### config.mk
export PLATFORM = sky130hd
export DESIGN_NAME = exec_ctrl_md_flat
export DESIGN_NICKNAME = d
export VERILOG_FILES = /design/src/rtl/exec_ctrl_md_if.sv /design/src/rtl/exec_ctrl_md.sv /design/src/flat_wrapper.sv
export SDC_FILE = /design/constraint.sdc
export NUM_CORES = 1
export LEC_CHECK = 0
export ABC_AREA = 0
export BUFFER_PORTS_ARGS = -buffer_cell sky130_fd_sc_hd__buf_2
export CAP_MARGIN = 0
export CORE_MARGIN = 1
export CORE_UTILIZATION = 49
export CTS_BUF_LIST = sky130_fd_sc_hd__clkbuf_16
export DETAILED_ROUTE_END_ITERATION = 12
export PLACE_DENSITY = 0.67
export SLEW_MARGIN = 5
export SYNTH_ARGS = -nofsm -noshare
export SYNTH_HDL_FRONTEND = slang
export SYNTH_SLANG_ARGS = --single-unit
### constraint.sdc
create_clock -name clk -period 12.4 [get_ports clk]
set_input_delay 2.48 -clock clk [delete_from_list [all_inputs] [get_ports clk]]
set_output_delay 2.48 -clock clk [all_outputs]
set_load 0.01 [all_outputs]
### src/rtl/exec_ctrl_md_if.sv
// -----------------------------------------------------------------------------
// exec_ctrl_md_if
// Groups the ID/EX-side signals of the execute-stage controller into one bundle.
//   master : pipeline side, drives the instruction fields and operands
//   slave  : exec_ctrl_md, drives the decode outputs, stall and M-ext result
// Signals:
//   valid_in, flush         instruction valid / kill current EX instruction
//   alu_op, funct7, funct3  decode fields
//   op_a, op_b              forwarded rs1/rs2 values
//   alu_ctrl, illegal,      combinational decode results
//   is_md
//   stall                   hold IF/ID/EX while an M op iterates
//   md_valid, md_result     registered M-extension result, one-cycle pulse
// -----------------------------------------------------------------------------
interface exec_ctrl_md_if #(
   parameter int XLEN = 32
);
   logic            valid_in;
   logic            flush;
   logic [1:0]      alu_op;
   logic [6:0]      funct7;
   logic [2:0]      funct3;
   logic [XLEN-1:0] op_a;
   logic [XLEN-1:0] op_b;
   logic [3:0]      alu_ctrl;
   logic            illegal;
   logic            is_md;
   logic            stall;
   logic            md_valid;
   logic [XLEN-1:0] md_result;

   modport master (
      output valid_in, flush, alu_op, funct7, funct3, op_a, op_b,
      input  alu_ctrl, illegal, is_md, stall, md_valid, md_result
   );

   modport slave (
      input  valid_in, flush, alu_op, funct7, funct3, op_a, op_b,
      output alu_ctrl, illegal, is_md, stall, md_valid, md_result
   );
endinterface

### src/rtl/exec_ctrl_md.sv
// -----------------------------------------------------------------------------
// exec_ctrl_md
// Execute-stage control for a 5-stage RV32 pipeline: full RV32I ALU decode plus
// an iterative shift-add multiplier / restoring divider for the M extension.
// Ports:
//   clk    rising-edge clock
//   reset  asynchronous, active-high reset
//   bus    exec_ctrl_md_if.slave (decode inputs, operands, decode outputs,
//          stall, md_valid, md_result)
// An M op stalls the pipeline from its issue cycle until the iterations finish,
// then md_result is shown with md_valid for exactly one cycle (state DONE).
// -----------------------------------------------------------------------------
module exec_ctrl_md #(
   parameter int XLEN = 32
) (
   input  logic          clk,
   input  logic          reset,
   exec_ctrl_md_if.slave bus
);
   localparam int CNT_W = $clog2(XLEN);

   localparam logic [6:0] F7_BASE = 7'b0000000;
   localparam logic [6:0] F7_ALT  = 7'b0100000;
   localparam logic [6:0] F7_MD   = 7'b0000001;

   typedef enum logic [3:0] {
      ALU_AND  = 4'b0000, ALU_OR  = 4'b0001, ALU_ADD = 4'b0010, ALU_XOR = 4'b0011,
      ALU_SLL  = 4'b0100, ALU_SRL = 4'b0101, ALU_SUB = 4'b0110, ALU_SRA = 4'b0111,
      ALU_SLT  = 4'b1000, ALU_SLTU = 4'b1001
   } alu_e;

   typedef enum logic [1:0] {S_IDLE, S_MUL, S_DIV, S_DONE} state_e;

   // funct3 table shared by R-type (funct7=0) and I-type
   function automatic alu_e base_op(input logic [2:0] f3);
      alu_e op;
      op = ALU_ADD;
      case (f3)
         3'b000: op = ALU_ADD;
         3'b001: op = ALU_SLL;
         3'b010: op = ALU_SLT;
         3'b011: op = ALU_SLTU;
         3'b100: op = ALU_XOR;
         3'b101: op = ALU_SRL;
         3'b110: op = ALU_OR;
         default: op = ALU_AND;
      endcase
      return op;
   endfunction

   // ---------------- ALU decode (purely combinational) ----------------------
   alu_e w_alu_ctrl;
   logic w_illegal;
   logic w_is_md;

   always_comb begin
      // NOTE: defaults first, so every path assigns every output and no latch is inferred.
      w_alu_ctrl = ALU_ADD;
      w_illegal  = 1'b0;
      w_is_md    = (bus.alu_op == 2'b10) && (bus.funct7 == F7_MD);
      case (bus.alu_op)
         2'b00: w_alu_ctrl = ALU_ADD;
         2'b01: w_alu_ctrl = ALU_SUB;
         2'b10: begin
            if (bus.funct7 == F7_BASE)                          w_alu_ctrl = base_op(bus.funct3);
            else if (bus.funct7 == F7_ALT && bus.funct3 == 3'b000) w_alu_ctrl = ALU_SUB;
            else if (bus.funct7 == F7_ALT && bus.funct3 == 3'b101) w_alu_ctrl = ALU_SRA;
            else if (!w_is_md)                                  w_illegal  = 1'b1;
         end
         default: begin
            // I-type: funct7 only matters for the shift encodings
            if (bus.funct3 == 3'b101) begin
               if (bus.funct7 == F7_ALT)       w_alu_ctrl = ALU_SRA;
               else if (bus.funct7 == F7_BASE) w_alu_ctrl = ALU_SRL;
               else                            w_illegal  = 1'b1;
            end else if (bus.funct3 == 3'b001 && bus.funct7 != F7_BASE) begin
               w_illegal = 1'b1;
            end else begin
               w_alu_ctrl = base_op(bus.funct3);
            end
         end
      endcase
   end

   // ---------------- M-extension sequencer ----------------------------------
   state_e            r_state, w_state_next;
   logic [2*XLEN-1:0] r_acc;       // MUL: {partial high, multiplier}; DIV: {remainder, dividend/quotient}
   logic [XLEN-1:0]   r_opb;       // MUL: |multiplicand|; DIV: |divisor|
   logic [CNT_W-1:0]  r_cnt;
   logic              r_neg_main;  // product / quotient must be negated
   logic              r_neg_rem;   // remainder must be negated
   logic              r_sel;       // MUL: take high half; DIV: take remainder
   logic              r_div_zero;
   logic              r_div_ovf;
   logic              r_md_valid;
   logic [XLEN-1:0]   r_md_result;

   logic              w_issue, w_is_div, w_a_signed, w_b_signed, w_a_neg, w_b_neg;
   logic [XLEN-1:0]   w_abs_a, w_abs_b;
   logic              w_last, w_div_special, w_finish;
   logic [XLEN:0]     w_mul_sum;
   logic [2*XLEN-1:0] w_mul_next, w_mul_prod;
   logic              w_div_ge;
   logic [XLEN-1:0]   w_div_sub;
   logic [2*XLEN-1:0] w_div_next;
   logic [XLEN-1:0]   w_quo, w_rem, w_result;

   // Issue is gated by reset so stall reads zero while reset is held.
   assign w_issue    = !reset && (r_state == S_IDLE) && bus.valid_in && w_is_md && !bus.flush;
   assign w_is_div   = bus.funct3[2];
   // MUL/MULH: both signed; MULHSU: a signed only; MULHU: neither. DIV/REM signed, DIVU/REMU not.
   assign w_a_signed = w_is_div ? !bus.funct3[0] : (bus.funct3[1:0] != 2'b11);
   assign w_b_signed = w_is_div ? !bus.funct3[0] : !bus.funct3[1];
   assign w_a_neg    = w_a_signed && bus.op_a[XLEN-1];
   assign w_b_neg    = w_b_signed && bus.op_b[XLEN-1];
   assign w_abs_a    = w_a_neg ? -bus.op_a : bus.op_a;
   assign w_abs_b    = w_b_neg ? -bus.op_b : bus.op_b;

   assign w_last        = (r_cnt == CNT_W'(XLEN - 1));
   assign w_div_special = (r_cnt == '0) && (r_div_zero || r_div_ovf);

   // Shift-add step: add multiplicand into the high half when the multiplier LSB is set.
   assign w_mul_sum  = {1'b0, r_acc[2*XLEN-1:XLEN]} + (r_acc[0] ? {1'b0, r_opb} : {(XLEN+1){1'b0}});
   assign w_mul_next = {w_mul_sum, r_acc[XLEN-1:1]};

   // Restoring step: the partial remainder after subtraction always fits XLEN bits,
   // so the low XLEN bits of a modular subtract are exact.
   assign w_div_ge   = r_acc[2*XLEN-1:XLEN-1] >= {1'b0, r_opb};
   assign w_div_sub  = r_acc[2*XLEN-2:XLEN-1] - r_opb;
   assign w_div_next = w_div_ge ? {w_div_sub, r_acc[XLEN-2:0], 1'b1}
                                : {r_acc[2*XLEN-2:0], 1'b0};

   always_comb begin
      w_mul_prod = r_neg_main ? -w_mul_next : w_mul_next;
      w_quo      = r_neg_main ? -w_div_next[XLEN-1:0] : w_div_next[XLEN-1:0];
      w_rem      = r_neg_rem ? -w_div_next[2*XLEN-1:XLEN] : w_div_next[2*XLEN-1:XLEN];
      w_result   = '0;
      if (r_state == S_MUL) begin
         w_result = r_sel ? w_mul_prod[2*XLEN-1:XLEN] : w_mul_prod[XLEN-1:0];
      end else if (r_div_zero && r_cnt == '0) begin
         // r_acc low half is still |op_a|; re-signing it recovers op_a
         w_result = r_sel ? (r_neg_rem ? -r_acc[XLEN-1:0] : r_acc[XLEN-1:0]) : '1;
      end else if (r_div_ovf && r_cnt == '0) begin
         // |most-negative| is itself, so the latched magnitude equals op_a
         w_result = r_sel ? '0 : r_acc[XLEN-1:0];
      end else begin
         w_result = r_sel ? w_rem : w_quo;
      end
   end

   always_comb begin
      w_state_next = r_state;
      case (r_state)
         S_IDLE: if (w_issue) w_state_next = w_is_div ? S_DIV : S_MUL;
         S_MUL:  if (bus.flush) w_state_next = S_IDLE;
                 else if (w_last) w_state_next = S_DONE;
         S_DIV:  if (bus.flush) w_state_next = S_IDLE;
                 else if (w_last || w_div_special) w_state_next = S_DONE;
         default: w_state_next = S_IDLE;
      endcase
   end

   assign w_finish = (r_state == S_MUL || r_state == S_DIV) && (w_state_next == S_DONE);

   always_ff @(posedge clk or posedge reset) begin
      if (reset) r_state <= S_IDLE;
      else       r_state <= w_state_next;
   end

   always_ff @(posedge clk or posedge reset) begin
      if (reset) begin
         r_acc       <= '0;
         r_opb       <= '0;
         r_cnt       <= '0;
         r_neg_main  <= 1'b0;
         r_neg_rem   <= 1'b0;
         r_sel       <= 1'b0;
         r_div_zero  <= 1'b0;
         r_div_ovf   <= 1'b0;
         r_md_valid  <= 1'b0;
         r_md_result <= '0;
      end else begin
         // NOTE: non-blocking everywhere here so every register samples pre-edge values.
         r_md_valid <= 1'b0;
         if (w_issue) begin
            r_acc      <= {{XLEN{1'b0}}, (w_is_div ? w_abs_a : w_abs_b)};
            r_opb      <= w_is_div ? w_abs_b : w_abs_a;
            r_cnt      <= '0;
            r_neg_main <= w_a_neg ^ w_b_neg;
            r_neg_rem  <= w_a_neg;
            r_sel      <= w_is_div ? bus.funct3[1] : (bus.funct3[1:0] != 2'b00);
            r_div_zero <= (bus.op_b == '0);
            r_div_ovf  <= w_a_signed && (bus.op_a == {1'b1, {(XLEN-1){1'b0}}}) && (bus.op_b == '1);
         end else if (r_state == S_MUL) begin
            r_acc <= w_mul_next;
            r_cnt <= r_cnt + CNT_W'(1);
         end else if (r_state == S_DIV) begin
            r_acc <= w_div_next;
            r_cnt <= r_cnt + CNT_W'(1);
         end
         if (w_finish) begin
            r_md_result <= w_result;
            r_md_valid  <= 1'b1;
         end
      end
   end

   assign bus.alu_ctrl  = w_alu_ctrl;
   assign bus.illegal   = w_illegal;
   assign bus.is_md     = w_is_md;
   assign bus.stall     = w_issue || (r_state == S_MUL) || (r_state == S_DIV);
   assign bus.md_valid  = r_md_valid;
   assign bus.md_result = r_md_result;
endmodule

### src/flat_wrapper.sv
// flat-port wrapper written by rule: the top's interface ports become plain ports
module exec_ctrl_md_flat 
#(
   parameter int XLEN = 32
)
  (clk, reset, bus_valid_in, bus_flush, bus_alu_op, bus_funct7, bus_funct3, bus_op_a, bus_op_b, bus_alu_ctrl, bus_illegal, bus_is_md, bus_stall, bus_md_valid, bus_md_result);
  exec_ctrl_md_if #(.XLEN(XLEN)) bus_i ();
  input  logic clk;
  input  logic reset;
  input wire logic [$bits(bus_i.valid_in)-1:0] bus_valid_in;
  input wire logic [$bits(bus_i.flush)-1:0] bus_flush;
  input wire logic [$bits(bus_i.alu_op)-1:0] bus_alu_op;
  input wire logic [$bits(bus_i.funct7)-1:0] bus_funct7;
  input wire logic [$bits(bus_i.funct3)-1:0] bus_funct3;
  input wire logic [$bits(bus_i.op_a)-1:0] bus_op_a;
  input wire logic [$bits(bus_i.op_b)-1:0] bus_op_b;
  output wire logic [$bits(bus_i.alu_ctrl)-1:0] bus_alu_ctrl;
  output wire logic [$bits(bus_i.illegal)-1:0] bus_illegal;
  output wire logic [$bits(bus_i.is_md)-1:0] bus_is_md;
  output wire logic [$bits(bus_i.stall)-1:0] bus_stall;
  output wire logic [$bits(bus_i.md_valid)-1:0] bus_md_valid;
  output wire logic [$bits(bus_i.md_result)-1:0] bus_md_result;
  assign bus_i.valid_in = bus_valid_in;
  assign bus_i.flush = bus_flush;
  assign bus_i.alu_op = bus_alu_op;
  assign bus_i.funct7 = bus_funct7;
  assign bus_i.funct3 = bus_funct3;
  assign bus_i.op_a = bus_op_a;
  assign bus_i.op_b = bus_op_b;
  assign bus_alu_ctrl = bus_i.alu_ctrl;
  assign bus_illegal = bus_i.illegal;
  assign bus_is_md = bus_i.is_md;
  assign bus_stall = bus_i.stall;
  assign bus_md_valid = bus_i.md_valid;
  assign bus_md_result = bus_i.md_result;
  exec_ctrl_md #(.XLEN(XLEN)) u_core (.clk(clk), .reset(reset), .bus(bus_i));
endmodule
# == Word level (Yosys, flattened, before mapping) ==
# Cells that the tools add are included.
# totals
ff_bits,141
output_inout_bits,40
# op_classes
addsub,9
magnitude_cmp,1
eq_ne,17
n_mux,53
n_bitwise,1
n_reduce_logical,35
# op_table
operator,n
$mux 32,15
$mux 64,5
$neg 32->32,5
$eq 32x32->1 const B,2
$neg 64->64,1
$add 32x33->33,1
$ge 33x32->1,1
$logic_not 32->1,1
$sub 32x32->32,1
$pmux 4 s7,1
$pmux 4 s6,1
$mux 4,5
$logic_and 1x1->1,16
$mux 5,3
$mux 1,12
$mux 2,6
$pmux 4 s3,1
$eq 3x3->1 const B,3
$eq 7x1->1 const B,1
$eq 7x6->1 const B,1
$logic_not 7->1,1
$reduce_bool 7->1,1
$eq 2x2->1 const B,3
$eq 3x2->1 const B,2
other kinds (17),27

# == Depth between registers and ports, before layout ==
# depth
word_depth,10
ltp_mapped,23
depth_no_buf,19

# == Worst setup path after synthesis ==
# No wires, ideal clock.
# synth_timing
path_type,input port to output port
start,in bus_funct7[1]
end,out bus_stall
arrival_time_ns,4.072
required_ns,9.920
setup_slack_ns,5.848
path_stages,6
n_path_buf,2
path_cell_list,nor4_1 -> nor3b_1 -> and2_1 -> clkbuf_1 -> clkbuf_1 -> or3_1
# synth_via
elab_chain_len,6
# synth_lines
item,line,rtl
"start, declared",flat_wrapper.sv:13,input wire logic [$bits(bus_i.funct7)-1:0] bus_funct7;
$eq 7x1->1,exec_ctrl_md.sv:60,w_is_md = (bus.alu_op == 2'b10) && (bus.funct7 == F7_MD);
$logic_and 1x1->1,exec_ctrl_md.sv:60,
via bus_is_md,flat_wrapper.sv:19,output wire logic [$bits(bus_i.is_md)-1:0] bus_is_md;
$logic_and 1x1->1 (2 in a row),exec_ctrl_md.sv:109,assign w_issue = !reset && (r_state == S_IDLE) && bus.valid_in && w_is_md && !bus.flush;
$logic_or 1x1->1 (2 in a row),exec_ctrl_md.sv:211,assign bus.stall = w_issue || (r_state == S_MUL) || (r_state == S_DIV);
"end, declared",flat_wrapper.sv:20,output wire logic [$bits(bus_i.stall)-1:0] bus_stall;
# The timed path passes the listed nets, and every way through them passes these cells.

# == Worst setup path after layout ==
# layout_timing
start,in bus_funct7[1]
end,"reg u_core.r_md_result[29], in the netlist u_core.bus.md_result[29]"
# layout_via
elab_chain_len,8
# layout_lines
item,line,rtl
$eq 7x1->1,exec_ctrl_md.sv:60,
$logic_and 1x1->1,exec_ctrl_md.sv:60,
$logic_and 1x1->1 (2 in a row),exec_ctrl_md.sv:109,
$mux 2,exec_ctrl_md.sv:154,S_IDLE: if (w_issue) w_state_next = w_is_div ? S_DIV : S_MUL;
$pmux 2 s3,exec_ctrl_md.sv:153,case (r_state)
via u_core.w_state_next[1],exec_ctrl_md.sv:86,"state_e r_state, w_state_next;"
$eq 2x2->1,exec_ctrl_md.sv:163,assign w_finish = (r_state == S_MUL || r_state == S_DIV) && (w_state_next == S_DONE);
$logic_and 1x1->1,exec_ctrl_md.sv:163,
"end signal, assigned",exec_ctrl_md.sv:202,r_md_result <= w_result;
"end, declared",exec_ctrl_md.sv:96,logic [XLEN-1:0] r_md_result;
# The timed path passes the listed nets, and every way through them passes these cells.
# A chain may end at the register's enable or synchronous reset.

==> impl_results.md <==
* Status: finished clean
* Slew headroom at 0.2718
* Cell count after synthesis at 2,574
* GRT Residual Overflow at 0
* Cell repeated most along the worst path: nand2_1
* Antenna diode count at 0
* Min-Delay Path Class: register to register
* Power Total at 0.005140 W
* Sequential fraction of the synthesis area at 0.1943
* Final setup fails at 0
* NetSw at 0.003011 W
* DIE WIDTH at 194.5 um
* Cts hold-fix bufs at 0
* Unique masters post-synth at 88
* DR pass1 iterations at 6
* Placeable Area at 36,520 um2
* Comb pwr share at 0.732
* Initial antenna violation count at 0
* CTS sink cnt at 141
* P_leak at 7.590 nW
* Post-synth EDFFs at 0
* Row cnt at 70
* CTS tree: built
* Gpl congestion at 1.049
* Worst-path maximum fanout at 55
* CP top delay family: simple AND/OR/NAND/NOR gates
* Arrival @ worst endpoint at 7.10 ns
* Starting Density at 0.4972
* Hold endpoint: u_core.bus.md_result[9]$_DFFE_PP0P_
* Slowest stage cell, crit path: nand2_2
* CTS Root Buffer Type: clkbuf_16
* Synth Register Bits at 141
* Clock transition at the registers of the reported paths at 0.07 ns
* CP bufs+invs at 3
* Synth warnings at 0
* GR Util All Layers at 0.4061
* Setup_tns at 0 ns
* F_max at 148.0 MHz
* R2r worst-path depth at 16
* Syn avg cell area at 7.054 um2
* Resized Gates After CTS at 0
* VDD IR max at 185.7 uV
* Crit Path Category: primary input to register
* Ys async rst share at 1.000
* Die height at 194.5 um
* PortBufs at 119
* Bufs on Longest Clock Path at 2
* Total die area at 37,830 um2
* Seq pwr share at 0.168
* # DRC at 0
* Final critical-path required period at 6.758 ns
* Post-CTS setup buffers at 0
* Worst setup SP type: primary input
* First-pass GRT wire length at 116,900 um
* Routed via count at 20,470
* RSZ-0062 raised after global routing: no
* Final Cycle Share at 0.5450
* Reg2reg setup slack at 6.02 ns
* Critical-path cell list: buf_2, nor4_1, nor3b_1, nand2_2, mux2i_1, nand2_1, a21oi_1, nand3b_1, buf_4, inv_1, nand2_1, a31oi_1, o31ai_1, a211oi_1, nor3_1
* Clock share of power at 0.100
* Largest net degree at the start of global routing at 119
* Internal power at 0.002129 W
* Post-Syn Area at 18,160 um2
* Vias in the first global route at 18,960
* Initial DRC count at 2,593
* Post-place setup slack at 5.372 ns
* Final Max Tran Viols at 0
* Synth-to-Final Area Change at 7.139%
* Hold slack at 0.4696 ns
* FF-to-FF Start: u_core.r_acc[31]$_DFFE_PP0P_
* Worst-margin pin slew at 1.082 ns
* Util after Layout at 0.5326
* Max-Cap Viols at 0
* Routed Antenna Nets at 0
* Vias per inst at 6.733
* WL per Instance at 25.59 um
* IO Count at 120
* Layout cell share with drive strength beyond 1 at 0.09137
* Worst hold stages at 2
* Clock Skew at 0.01440 ns
* Power density over the cells at 264.2 nW/um2
* Setup crit end kind: register
* Overall routed net length at 77,810 um
* Worst hold start: u_core.bus.md_result[9]$_DFFE_PP0P_
* Ys flop type: dfrtp_1
* WP data required at 12.74 ns
* RR Endpoint: u_core.bus.md_result[27]$_DFFE_PP0P_
* Clk Latency, worst-skew pair at 0.47 ns
* Switching Share at 0.5858
* Worst setup margin at 5.642 ns
* Htree depth at 4
* Synthesized net count at 2,734
* CP peak stage delay at 0.70 ns
* Detail Placement HPWL at 59,740 um
* Final hold violations at 0
* Num CTS Buffers at 17
* Nets at 2,719
tightest hold or removal path, delay by kind of cell (launching register included):
kind          cells  cell delay, ns
flops             1            0.34
simple gates      2            0.10
synthesized netlist by cell type, types with 52 or more instances:
master,n,area (um2)
a211oi_1,52,390.4
a21oi_1,178,890.9
clkbuf_1,148,555.5
dfrtp_1,141,3528
ha_1,78,975.9
inv_1,74,277.8
mux2i_1,82,820.8
nand2_1,346,1299
nor2_1,247,927.1
nor3_1,58,290.3
o211ai_1,83,623.1
o21ai_0,281,1406
xnor2_1,125,1095
xor2_1,100,875.8
cell type report:
type	count	area, um2
sequential	141	3533
inverter	79	301.5
fill	3649	17070
clock buffer	17	425.4
clock inverter	15	127.6
multi-input combinational	2175	13690
tap	468	585.6
timing repair buffer	145	793.3
how the worst max path moves through the flow:
stage	from	endpoint	slack (ns)	depth (start not counted)
5_1_grt	bus_funct7[1]	u_core.bus.md_result[29]$_DFFE_PP0P_	5.42	15
3_5_place_dp	bus_funct7[1]	u_core.bus.md_result[29]$_DFFE_PP0P_	5.37	15
3_3_place_gp	bus_funct7[1]	u_core.bus.md_result[29]$_DFFE_PP0P_	5.60	15
6_report	bus_funct7[1]	u_core.bus.md_result[29]$_DFFE_PP0P_	5.64	15
4_1_cts	bus_funct7[1]	bus_stall	5.64	6
2_1_floorplan	bus_funct7[1]	bus_stall	5.85	6
power by group through the flow:
stage / logic, W / registers, W / clock network, W
finish: 0.00376 / 0.000864 / 0.000515
global route: 0.00401 / 0.000870 / 0.000534
CTS: 0.00366 / 0.000844 / 0.000515
detailed placement: 0.00364 / 0.000851 / 0
global placement: 0.00360 / 0.000851 / 0
floorplan: 0.00259 / 0.000689 / 0
flip-flops by register name, summed over array words and instances, names as in the netlist:
signal                flops
u_core.bus.md_result     32
u_core.r_opb             32
u_core.r_neg_main         1
u_core.r_acc             64
u_core.r_neg_rem          1
u_core.r_div_ovf          1
u_core.r_cnt              5
u_core.bus.md_valid       1
u_core.r_sel              1
u_core.r_div_zero         1
u_core.r_state            2
cell usage in the layout (no fill, tap or decap), types with 58 or more instances in the layout:
cell	n
nand2_1	344
o21ai_0	281
nor2_1	247
a21oi_1	178
dfrtp_1	139
xnor2_1	125
buf_2	118
xor2_1	100
o211ai_1	83
mux2i_1	82
ha_1	76
inv_1	73
nor3_1	58
metrics by stage:
stage	std cells	area, um2
5_1_grt	3040	19450
3_3_place_gp	3008	18900
3_5_place_dp	3008	18900
2_1_floorplan	2574	18160
6_report	3040	19450
4_1_cts	3040	19450
layer usage:
metal	vias up	global-route usage	share of wire
met2	1181	0.6182	0.43
li1	9359	-	-
met1	9730	0.5382	0.41
met3	199	0.07687	0.096
met4	0	0.2299	0.060
met5	-	0	0
cell families (layout without fill, tap and decap cells):
kind of cell / count (synthesis) / count (layout) / share of synthesized area
and+or+nand+nor: 926 / 926 / 0.2362
DFF: 141 / 141 / 0.1943
buffers and inverters: 258 / 256 / 0.05368
muxes: 93 / 93 / 0.05265
AOI/OAI and AO/OA: 851 / 851 / 0.2987
xor gates and xnor gates: 225 / 225 / 0.1085
adders and majority gates: 80 / 80 / 0.05595
Power figures use the tool's default switching activity.
